<file path="src/rtl/mycpu_ex_commit.sv">
// EX-to-MEM commit stage: registers the EX bundle under valid/allowin, squashes
// overflowing instructions, raises the Ov exception to CP0 and drives a timed flush.
module mycpu_ex_commit #(
  parameter int unsigned FLUSH_CYCLES = 2,
  parameter logic [4:0]  EXC_CODE_OV  = 5'h0C
) (
  input  logic        clk,
  input  logic        reset,
  input  logic        ex_valid,
  output logic        ex_allowin,
  input  logic [31:0] ex_pc,
  input  logic [31:0] ex_result,
  input  logic [4:0]  ex_dest,
  input  logic        ex_wen,
  input  logic        ex_ov,
  input  logic        ex_bd,
  input  logic        wb_allowin,
  output logic        ms_valid,
  output logic [31:0] ms_pc,
  output logic [31:0] ms_result,
  output logic [4:0]  ms_dest,
  output logic        ms_wen,
  output logic        exc_req,
  output logic [31:0] exc_epc,
  output logic [4:0]  exc_code,
  output logic        exc_bd,
  output logic        flush,
  output logic [15:0] exc_count
);

  localparam int unsigned CNT_W  = 4;
  localparam int unsigned XLEN   = 32;
  localparam int unsigned EXCC_W = 16;

  localparam logic [0:0] S_NORMAL = 1'b0;
  localparam logic [0:0] S_FLUSH  = 1'b1;

  logic [0:0]        r_state,      w_state_nxt;
  logic [CNT_W-1:0]  r_flush_cnt,  w_flush_cnt_nxt;
  logic              r_ms_valid,   w_ms_valid_nxt;
  logic [XLEN-1:0]   r_ms_pc,      w_ms_pc_nxt;
  logic [XLEN-1:0]   r_ms_result,  w_ms_result_nxt;
  logic [4:0]        r_ms_dest,    w_ms_dest_nxt;
  logic              r_ms_wen,     w_ms_wen_nxt;
  logic              r_exc_req,    w_exc_req_nxt;
  logic [XLEN-1:0]   r_exc_epc,    w_exc_epc_nxt;
  logic [4:0]        r_exc_code,   w_exc_code_nxt;
  logic              r_exc_bd,     w_exc_bd_nxt;
  logic              r_flush,      w_flush_nxt;
  logic [EXCC_W-1:0] r_exc_count,  w_exc_count_nxt;

  logic w_allowin;
  logic w_accept;
  logic w_take_exc;

  // Only path from inputs to an output: state, occupancy and downstream readiness.
  assign w_allowin  = (r_state == S_NORMAL) && (!r_ms_valid || wb_allowin);
  assign w_accept   = ex_valid && w_allowin;
  assign w_take_exc = w_accept && ex_ov;

  always_ff @(posedge clk) begin
    if (reset) begin
      r_state     <= S_NORMAL;
      r_flush_cnt <= '0;
      r_ms_valid  <= 1'b0;
      r_ms_pc     <= '0;
      r_ms_result <= '0;
      r_ms_dest   <= '0;
      r_ms_wen    <= 1'b0;
      r_exc_req   <= 1'b0;
      r_exc_epc   <= '0;
      r_exc_code  <= '0;
      r_exc_bd    <= 1'b0;
      r_flush     <= 1'b0;
      r_exc_count <= '0;
    end else begin
      r_state     <= w_state_nxt;
      r_flush_cnt <= w_flush_cnt_nxt;
      r_ms_valid  <= w_ms_valid_nxt;
      r_ms_pc     <= w_ms_pc_nxt;
      r_ms_result <= w_ms_result_nxt;
      r_ms_dest   <= w_ms_dest_nxt;
      r_ms_wen    <= w_ms_wen_nxt;
      r_exc_req   <= w_exc_req_nxt;
      r_exc_epc   <= w_exc_epc_nxt;
      r_exc_code  <= w_exc_code_nxt;
      r_exc_bd    <= w_exc_bd_nxt;
      r_flush     <= w_flush_nxt;
      r_exc_count <= w_exc_count_nxt;
    end
  end

  always_comb begin
    w_state_nxt     = r_state;
    w_flush_cnt_nxt = r_flush_cnt;
    w_ms_valid_nxt  = r_ms_valid;
    w_ms_pc_nxt     = r_ms_pc;
    w_ms_result_nxt = r_ms_result;
    w_ms_dest_nxt   = r_ms_dest;
    w_ms_wen_nxt    = r_ms_wen;
    w_exc_req_nxt   = 1'b0;
    w_exc_epc_nxt   = r_exc_epc;
    w_exc_code_nxt  = r_exc_code;
    w_exc_bd_nxt    = r_exc_bd;
    w_flush_nxt     = r_flush;
    w_exc_count_nxt = r_exc_count;

    case (r_state)
      S_NORMAL: begin
        if (w_take_exc) begin
          // Excepting instruction is squashed: ms fields keep the older bundle.
          w_state_nxt     = S_FLUSH;
          w_flush_cnt_nxt = CNT_W'(FLUSH_CYCLES - 1);
          w_flush_nxt     = 1'b1;
          w_ms_valid_nxt  = 1'b0;
          w_exc_req_nxt   = 1'b1;
          w_exc_epc_nxt   = ex_bd ? (ex_pc - XLEN'(4)) : ex_pc;
          w_exc_code_nxt  = EXC_CODE_OV;
          w_exc_bd_nxt    = ex_bd;
          if (r_exc_count != {EXCC_W{1'b1}}) begin
            w_exc_count_nxt = r_exc_count + EXCC_W'(1);
          end
        end else if (w_accept) begin
          w_ms_valid_nxt  = 1'b1;
          w_ms_pc_nxt     = ex_pc;
          w_ms_result_nxt = ex_result;
          w_ms_dest_nxt   = ex_dest;
          w_ms_wen_nxt    = ex_wen && (ex_dest != 5'd0);
        end else if (wb_allowin) begin
          w_ms_valid_nxt  = 1'b0;
        end
      end
      S_FLUSH: begin
        if (r_flush_cnt == '0) begin
          w_state_nxt = S_NORMAL;
          w_flush_nxt = 1'b0;
        end else begin
          w_flush_cnt_nxt = r_flush_cnt - CNT_W'(1);
        end
        if (wb_allowin) begin
          w_ms_valid_nxt = 1'b0;
        end
      end
      default: begin
        w_state_nxt = S_NORMAL;
        w_flush_nxt = 1'b0;
      end
    endcase
  end

  assign ex_allowin = w_allowin;
  assign ms_valid   = r_ms_valid;
  assign ms_pc      = r_ms_pc;
  assign ms_result  = r_ms_result;
  assign ms_dest    = r_ms_dest;
  assign ms_wen     = r_ms_wen;
  assign exc_req    = r_exc_req;
  assign exc_epc    = r_exc_epc;
  assign exc_code   = r_exc_code;
  assign exc_bd     = r_exc_bd;
  assign flush      = r_flush;
  assign exc_count  = r_exc_count;

endmodule

</file>
<file path="config.mk">
export PLATFORM = sky130hd
export DESIGN_NAME = mycpu_ex_commit
export DESIGN_NICKNAME = d
export VERILOG_FILES = /design/src/rtl/mycpu_ex_commit.sv
export SDC_FILE = /design/constraint.sdc
export NUM_CORES = 1
export LEC_CHECK = 0
export ABC_AREA = 1
export CAP_MARGIN = 0
export CORE_ASPECT_RATIO = 1.2
export CORE_MARGIN = 3
export CORE_UTILIZATION = 45
export CTS_CLUSTER_DIAMETER = 50
export DETAILED_ROUTE_END_ITERATION = 7
export PLACE_DENSITY = 0.82
export SYNTH_ARGS = -nofsm -noshare
export SYNTH_HDL_FRONTEND = slang
export SYNTH_SLANG_ARGS = --single-unit
export TNS_END_PERCENT = 30
</file>
<file path="constraint.sdc">
create_clock -name clk -period 1.69 [get_ports clk]
set_input_delay 0.2535 -clock clk [delete_from_list [all_inputs] [get_ports clk]]
set_output_delay 0.2535 -clock clk [all_outputs]
set_load 0.05 [all_outputs]
</file>
==> results of run 1 <==
## cells by family after synthesis
family | after synthesis
buf+inv | 90
simple gates | 386
other cells | 1
flops | 128
fa+ha+maj | 4
compound gates | 142
xor+xnor | 23
## flip-flops by register name, indices dropped and copies added (netlist names)
signal,count
ms_result,32
flush,1
exc_epc,32
ms_pc,32
ms_dest,5
exc_count,16
ms_valid,1
exc_code,1
exc_req,1
r_state,1
exc_bd,1
ms_wen,1
r_flush_cnt,4
## report_power, final
| part | internal, W | switching [W] |
|---|---|---|
| clock network | 0.00236 | 0.00124 |
| registers | 0.00321 | 0.000106 |
| logic | 0.000632 | 0.00116 |
| total | 0.00620 | 0.00251 |
## worst max path at each step
| stage | to | depth (start not counted) |
|---|---|---|
| finish | exc_count[0] | 9 |
| global route | exc_count[0] | 9 |
| CTS | exc_count[0] | 9 |
| detailed placement | exc_epc[30] | 12 |
| global placement | exc_epc[30] | 12 |
| floorplan | exc_count[9] | 9 |
## per-layer routing
layer / global-route usage (%) / up-vias
li1: - / 2996
met1: 28.6 / 2726
met2: 42.0 / 220
met3: 8.23 / 47
met4: 12.6 / 0
met5: 0 / -
## through the flow
stage	setup slack, ns	power, W
2_1_floorplan	0.00280	0.00442
3_3_place_gp	-0.229	0.00514
3_5_place_dp	-0.255	0.00516
4_1_cts	0.0374	0.00877
5_1_grt	0.00540	0.00902
6_report	0.103	0.00871
## worst min-delay path, delay by kind of cell
family                 cells  cell delay [ns]
AND/OR/NAND/NOR            2             0.15
buffers and inverters      1             0.39
## cell usage after synthesis, drive strengths merged
master	number
buf	18
inv	52
dfxtp	128
nor3b	1
ha	4
or2	2
a21oi	43
clkbuf	19
o21a	1
a22o	4
conb	1
o211ai	2
nor3	5
nand2	152
o21ai	90
nand3	46
xor2	14
xnor2	9
clkinv	1
nor2	170
nand4	10
o21bai	2
## area by class of cell
| type | count | share of cell area, % |
|---|---|---|
| multi-input combinational | 558 | 31.9 |
| sequential | 128 | 30.0 |
| timing repair buffer | 273 | 26.7 |
| clock buffer | 22 | 5.42 |
| inverter | 53 | 2.36 |
| tap | 161 | 2.35 |
| clock inverter | 6 | 1.28 |
==> impl_metrics.env, run 1 <==
export IMPL_status="finished, final reports clean"
export IMPL_hold_start="ex_result[22]"
export IMPL_first_pass_iters=4
export IMPL_startpoint_type="flip-flop"
export IMPL_r2r_cells=9
export IMPL_yosys_warnings=0
export IMPL_clkTransAtPathRegs_ns=0.05
export IMPL_setup_viol=0
export IMPL_mostFrequentLayoutCells="buf_4 (194), nor2_1 (159), nand2_1 (136)"
export IMPL_dpl_hpwl_um=13100
export IMPL_vdd_drop_max_uv=719
export IMPL_synth_top_cell_area_share_pct=45.2
export IMPL_nets=1111
export IMPL_worstSkewPairLatency_ns=0.41
export IMPL_drtIter0Drc=354
export IMPL_crit_fanout=17
export IMPL_dp_cells=1173
export IMPL_netlist_top_cells_area="dfxtp_1 (45%), nor2_1 (11%), nand2_1 (9.1%), o21ai_0 (7.5%), nand3_1 (3.7%)"
export IMPL_crit_top_cell="nand3_2"
export IMPL_syn_instance_count=774
export IMPL_top_layer_used="met4"
export IMPL_avgSynthCellArea_um2=7.33
export IMPL_fin_util_pct=70.1
export IMPL_gp_congestion=0.907
export IMPL_fin_crit_ns=1.59
export IMPL_regArea_um2=2570
export IMPL_port_buffers=200
export IMPL_end_kind="flip-flop"
export IMPL_cts_buffers=17
export IMPL_h_tree_depth=4
export IMPL_cp_top_family="simple AND/OR/NAND/NOR gates"
export IMPL_setup_tns_ns=0
export IMPL_whs_path_depth=3
export IMPL_critPathArrivalTime_ns=1.91
export IMPL_final_cell_area_um2=8570
export IMPL_syn_area_um2=5670
export IMPL_fin_cells=1201
export IMPL_rows=44
export IMPL_start_util_pct=46.4
export IMPL_grt_usage_pct=25.1
export IMPL_avgViaCountPerCell=4.99
export IMPL_rsz0062_at_grt="no"
export IMPL_cts_root_buffer="clkbuf_16"
export IMPL_worst_path_buf_inv=2
export IMPL_yosysUniqueCellTypes=35
export IMPL_yosys_register_bits=128
export IMPL_crit_slowest_cell="dfxtp_2"
export IMPL_synth_fa_ha_area_share_pct=0.882
export IMPL_synth_top_family_by_area="simple AND/OR/NAND/NOR gates"
export IMPL_crit_start="exc_count[1]"
export IMPL_multiInputGateArea_um2=2740
export IMPL_worstPathCellList="ha_2 -> nand3_2 -> inv_4 -> nand2_4 -> clkinv_2 -> nand3_2 -> nand2_8 -> o21ai_0 -> a21oi_1"
export IMPL_p_per_area_nw_per_um2=1020
export IMPL_cts_hold_fix_buffers=0
export IMPL_area_growth_synth_to_final_pct=51.1
export IMPL_drv_cap=0
export IMPL_slowest_delay_ns=0.36
export IMPL_drive_gt1_share_pct=26.9
export IMPL_clock_path_buffers=2
export IMPL_grt_start_max_net_pins=40
export IMPL_slew_violations=0
export IMPL_worstReg2RegStart="exc_count[1]"
export IMPL_cts_sinks=128
export IMPL_detail_route_antenna_nets=0
export IMPL_whs_ns=0.429
export IMPL_crit_type="flip-flop to flip-flop"
export IMPL_r2r_slack_ns=0.10
export IMPL_fin_crit_sh_pct=93.9
export IMPL_reg2reg_to="exc_count[0]"
export IMPL_dpl_cell_area_um2=7980
export IMPL_hold_path_end="ms_result[22]"
export IMPL_drt_met1_wl_um=7110
export IMPL_antenna_found_initial=0
export IMPL_dieArea_um2=14000
export IMPL_wire_per_inst_um=14.6
export IMPL_synth_simple_gate_area_share_pct=29.7
export IMPL_route_detailed_drc=0
export IMPL_grt_pass1_vias=5720
export IMPL_synth_largest_area_cell="dfxtp_1"
export IMPL_finalHoldViolCount=0
export IMPL_synth_compound_area_share_pct=13.6
export IMPL_cp_required_ns=2.01
export IMPL_cts_setup_buffers=0
export IMPL_cellLeakagePower_nw=3.95
export IMPL_die_w_um=108
export IMPL_fill_cells=963
export IMPL_wl_met3_um=1380
export IMPL_grt_pass1_wl_um=27500
export IMPL_layout_commonest_cell="buf_4"
export IMPL_wl_um=17600
export IMPL_cts_tree="done"
export IMPL_hold_path_class="input pin to flip-flop"
export IMPL_route_met2_wl_um=8430
export IMPL_synth_xor_area_share_pct=3.55
export IMPL_antenna_cells=0
export IMPL_die_h_um=129
export IMPL_grt_overflow_total=0
export IMPL_vias=5989
export IMPL_coreArea_um2=12200
export IMPL_ios=204
export IMPL_max_freq_mhz=630
export IMPL_skew_ns=0.00534
export IMPL_seq_area_frac_synth_pct=45.2
export IMPL_post_cts_resized=0
export IMPL_synthMuxAreaShare_pct=0
Note: power is estimated with default switching activity, not from simulation.
==> run 2: changes to the inputs <==
--- a/config.mk
+++ b/config.mk
@@ -7,3 +7,3 @@
 export LEC_CHECK = 0
-export ABC_AREA = 1
+export ABC_AREA = 0
 export CAP_MARGIN = 0
@@ -11,3 +11,3 @@
 export CORE_MARGIN = 3
-export CORE_UTILIZATION = 45
+export CORE_UTILIZATION = 44
 export CTS_CLUSTER_DIAMETER = 50
--- a/constraint.sdc
+++ b/constraint.sdc
@@ -3,2 +3,2 @@
 set_output_delay 0.2535 -clock clk [all_outputs]
-set_load 0.05 [all_outputs]
+set_load 0.1 [all_outputs]
==> impl_metrics.env, run 2 <==
export IMPL_grt_usage_pct=34.0
export IMPL_clock_path_buffers=2
export IMPL_route_detailed_drc=0
export IMPL_syn_instance_count=643
export IMPL_violations="negative setup slack"
export IMPL_end_kind="flip-flop"
export IMPL_dpl_hpwl_um=14100
export IMPL_fin_crit_ns=1.76
export IMPL_gp_congestion=0.875
export IMPL_h_tree_depth=4
export IMPL_yosys_top_cells_count="nand2_1 (159), dfxtp_1 (128), a21oi_1 (78)"
export IMPL_cts_tree="done"
export IMPL_synth_most_common_cell="nand2_1"
export IMPL_cts_root_buffer="clkbuf_16"
export IMPL_cts_buffers=17
export IMPL_grt_start_max_net_pins=46
export IMPL_seq_area_frac_synth_pct=48.2
export IMPL_nets=986
export IMPL_dieArea_um2=13400
export IMPL_cts_sinks=128
export IMPL_crit_fanout=9
export IMPL_avgSynthCellArea_um2=8.26
export IMPL_port_buffers=200
export IMPL_fin_crit_sh_pct=104
export IMPL_finalHoldViolCount=0
export IMPL_ios=204
export IMPL_setup_viol=8
export IMPL_syn_area_um2=5310
export IMPL_avgViaCountPerCell=5.90
export IMPL_die_h_um=126
export IMPL_drtIter0Drc=563
export IMPL_whs_path_depth=3
export IMPL_clkTransAtPathRegs_ns=0.06
export IMPL_skew_ns=0.0140
export IMPL_mostFrequentLayoutCells="nand2_1 (158), buf_12 (131), dfxtp_1 (110)"
export IMPL_antenna_found_initial=2
export IMPL_cp_required_ns=1.99
export IMPL_yosys_warnings=0
export IMPL_synth_top_cell_area_share_pct=48.2
export IMPL_p_per_area_nw_per_um2=964
export IMPL_grt_overflow_total=0
export IMPL_slew_violations=0
export IMPL_area_growth_synth_to_final_pct=93.6
export IMPL_cellLeakagePower_nw=3.97
export IMPL_drv_cap=0
export IMPL_wl_um=25400
export IMPL_layout_commonest_cell="nand2_1"
export IMPL_finalPower_w=0.00991
export IMPL_start_util_pct=45.5
export IMPL_setup_ws_ns=-0.0724
export IMPL_synth_edf_count=0
export IMPL_wire_per_inst_um=23.6
export IMPL_grt_pass1_wl_um=35200
export IMPL_die_w_um=106
export IMPL_critPathArrivalTime_ns=2.06
export IMPL_grt_pass1_vias=6424
export IMPL_r2r_cells=7
export IMPL_cts_hold_fix_buffers=0
export IMPL_synth_ff_type="dfxtp_1"
export IMPL_rsz0062_at_grt="yes"
export IMPL_vias=6353
export IMPL_yosys_register_bits=128
export IMPL_detail_route_antenna_nets=0
export IMPL_status="complete, but fails checks"
export IMPL_coreArea_um2=11700
export IMPL_vdd_drop_max_uv=765
export IMPL_rows=43
export IMPL_drive_gt1_share_pct=34.9
export IMPL_worstSkewPairLatency_ns=0.43
export IMPL_first_pass_iters=7
export IMPL_setup_tns_ns=-0.246
export IMPL_netlist_top_cells_area="dfxtp_1 (48%), nand2_1 (11%), a21oi_1 (7.3%), xnor2_1 (5.6%), nor2_1 (4.5%)"
export IMPL_yosysUniqueCellTypes=48
export IMPL_hold_path_class="input pin to flip-flop"
export IMPL_post_place_ws_ns=-0.588
export IMPL_max_freq_mhz=567
export IMPL_async_flop_share_pct=0
export IMPL_synth_largest_area_cell="dfxtp_1"
export IMPL_startpoint_type="input pin"
export IMPL_crit_type="input pin to flip-flop"
==> run 2: cell count changes after synthesis, moves of 22 or more <==
| cell | before | now |
|---|---|---|
| nand3_1 | 42 | 5 |
| o21ai_0 | 85 | 4 |
| nor2_1 | 159 | 63 |
| inv_1 | 47 | 7 |
| a211oi_1 | 0 | 24 |
| xnor2_1 | 9 | 34 |
| a21oi_1 | 34 | 78 |
| nand2_1 | 137 | 159 |
==> run 2: worst paths after layout <==
kind / slack [ns] / to / startpoint
worst min register to register: 0.50 / ms_result[12] / ms_result[12]
worst max register to register: -0.04 / r_flush_cnt[3] / r_flush_cnt[1]
worst max-delay path: -0.07 / exc_epc[19] / ex_pc[9]
worst min-delay path: 0.16 / ms_pc[12] / ex_pc[12]
==> run 2: through the flow <==
step                std cells  hold slack, ns  utilization [%]  area, um2
detailed placement       1029           0.487             79.5       9280
global route             1076           0.160             88.1      10300
global placement         1029           0.479             79.5       9280
finish                   1076           0.159             88.1      10300
CTS                      1063           0.274             85.8      10000
floorplan                 645           0.390                -       5400
==> run 2: worst max-delay path: stages <==
cell and delay [ns]:
dlygate4sd2_1 0.33, nor4_4 0.19, buf_4 0.18, buf_4 0.12
nand3_4 0.14, nor4_4 0.32, xnor2_2 0.12, a211oi_2 0.41
==> run 2: area by class of cell <==
type / count / area, um2
clock inverters: 8 / 100
inverters: 7 / 26.3
diodes: 1 / 2.50
repair buffers: 286 / 3990
well taps: 157 / 196
fillers: 465 / 1390
flip-flops and latches: 128 / 2620
clock buffers: 23 / 509
multi-input cells: 466 / 2830
==> run 2: power breakdown <==
group	switching, W	internal (W)	total, W
combinational	0.00175	0.000984	0.00273
sequential	0.000187	0.00315	0.00334
clock	0.00144	0.00241	0.00384
==> run 2: logic make-up (layout without fill, tap and decap cells) <==
family	count (synthesis)	after routing	synth area share (%)
buf+inv	51	324	3.96
flops	128	128	48.2
xor+xnor	40	40	6.60
fa+ha+maj	4	4	0.942
other cells	1	4	0.0706
simple gates	300	300	27.0
compound gates	119	119	13.2
==> run 2: timing repair <==
item                       CTS  global route
setup buffers                3            11
pin swaps                   11            15
gates cloned                 0             1
gates resized for setup     38            47
setup endpoints to repair   29            64
==> run 2: routing by layer <==
layer  vias to the layer above  global-route usage, %  share of wire (%)
li1                       2709                      -                  -
met1                      2984                   34.9                 33
met2                       496                   61.3                 51
met3                       162                   10.4                9.0
met4                         2                   18.6                7.5
met5                         -                      0              0.051
==> run 3: changes to the inputs <==
- CORE_ASPECT_RATIO: 1.2 -> not set
==> impl_metrics.env, run 3 (synthesis gave the netlist of run 2 again) <==
export IMPL_avgViaCountPerCell=5.61
export IMPL_grt_pass1_vias=6132
export IMPL_vdd_drop_max_uv=770
export IMPL_dpl_hpwl_um=14600
export IMPL_rsz0062_at_grt="yes"
export IMPL_wl_um=20900
export IMPL_rows=39
export IMPL_mostFrequentLayoutCells="nand2_1 (159), buf_12 (133), dfxtp_1 (111)"
export IMPL_use_met2_pct=55.8
export IMPL_violations="negative setup slack"
export IMPL_slew_violations=0
export IMPL_drv_cap=0
export IMPL_whs_ns=0.174
export IMPL_port_buffers=200
export IMPL_dpl_cell_area_um2=9280
export IMPL_area_growth_synth_to_final_pct=88.8
export IMPL_antenna_found_initial=1
export IMPL_detail_route_antenna_nets=0
export IMPL_critPathArrivalTime_ns=2.06
export IMPL_crit_type="input pin to flip-flop"
export IMPL_grt_busiest_layer="met2"
export IMPL_vias=5885
export IMPL_drive_gt1_share_pct=31.3
export IMPL_cts_buffers=17
export IMPL_ios=204
export IMPL_crit_fanout=6
export IMPL_setup_viol=6
export IMPL_fin_crit_ns=1.76
export IMPL_startpoint_type="input pin"
export IMPL_clkTransAtPathRegs_ns=0.05
export IMPL_grt_usage_pct=30.9
export IMPL_cts_root_buffer="clkbuf_16"
export IMPL_met1_usage_pct=32.7
export IMPL_setup_ws_ns=-0.0665
export IMPL_route_detailed_drc=0
export IMPL_drtIter0Drc=448
export IMPL_max_freq_mhz=569
export IMPL_final_cell_area_um2=10000
export IMPL_cts_tree="done"
export IMPL_skew_ns=0.00719
export IMPL_grt_overflow_total=0
export IMPL_finalPower_w=0.00921
export IMPL_cellLeakagePower_nw=3.87
export IMPL_finalHoldViolCount=0
export IMPL_grt_start_max_net_pins=53
export IMPL_worstSkewPairLatency_ns=0.42
export IMPL_hold_path_class="input pin to flip-flop"
export IMPL_coreArea_um2=11600
export IMPL_post_place_ws_ns=-0.626
export IMPL_fin_crit_sh_pct=104
export IMPL_start_util_pct=45.7
export IMPL_grt_pass1_wl_um=32000
export IMPL_cts_sinks=128
export IMPL_first_pass_iters=5
export IMPL_end_kind="flip-flop"
export IMPL_cts_hold_fix_buffers=0
export IMPL_gp_congestion=0.840
export IMPL_h_tree_depth=4
export IMPL_nets=977
export IMPL_die_w_um=116
export IMPL_status="complete, but fails checks"
export IMPL_cp_required_ns=1.99
export IMPL_clock_path_buffers=2
export IMPL_wire_per_inst_um=19.9
export IMPL_met3_usage_pct=8.20
export IMPL_die_h_um=116
export IMPL_dieArea_um2=13400
export IMPL_layout_commonest_cell="nand2_1"
export IMPL_p_per_area_nw_per_um2=919
run 3: cell count changes in the layout (fill, tap and decap cells not counted), sizes merged:
cell and change:
buf -9, dlymetal6s2s +3, bufinv -2, clkdlybuf4s50 +2, clkinv -2, clkinvlp -2
clkbuf -1, dlygate4sd2 -1, inv -1
run 3: repair_timing:
action / in CTS / in global routing
resized for setup: 22 / 28
pin swaps: 9 / 13
endpoints found under the setup margin: 30 / 38
endpoints found under the hold margin: 0 / 0
setup buffers: 3 / 4
run 3: worst paths after layout:
check	cells after the start	start	slack [ns]	endpoint
worst min-delay path	3	ex_pc[7]	0.17	ms_pc[7]
worst min register to register	2	ms_pc[6]	0.49	ms_pc[6]
worst max-delay path	6	ex_valid	-0.07	exc_count[13]
worst max register to register	5	r_state	-0.01	exc_count[13]
run 3: critical path, stage by stage:
cell             delay, ns
clkdlybuf4s50_1       0.49
nor2b_1               0.20
nand4_1               0.38
nor4_1                0.50
xnor2_1               0.17
nor2_1                0.06
run 3: power breakdown:
part           switching [W]  leakage (nW)  internal, W  total, W
clock                0.00124         0.254      0.00202   0.00326
sequential          0.000174          1.06      0.00315   0.00333
combinational        0.00166          2.56     0.000969   0.00262
run 3: metal layers:
metal	share of wire (%)	vias to the layer above
li1	-	2678
met1	35	2828
met2	54	312
met3	7.0	67
met4	3.8	0
met5	0	-
run 3: cell type report:
| type | count | area (um2) |
|---|---|---|
| well taps | 143 | 179 |
| diodes | 1 | 2.50 |
| clock inverters | 1 | 5.00 |
| flip-flops and latches | 128 | 2620 |
| multi-input cells | 466 | 2740 |
| clock buffers | 26 | 509 |
| repair buffers | 277 | 3950 |
| inverters | 7 | 26.3 |
| fillers | 535 | 1590 |
run 3: metrics by stage:
stage	instances	utilization [%]	setup TNS [ns]
after global routing	1049	86.3	-0.570
after global placement	1014	79.9	-28.44
after floorplan	645	-	-0.244
final	1049	86.3	-0.314
after CTS	1044	85.0	-0.111
after detailed placement	1014	79.9	-33.84
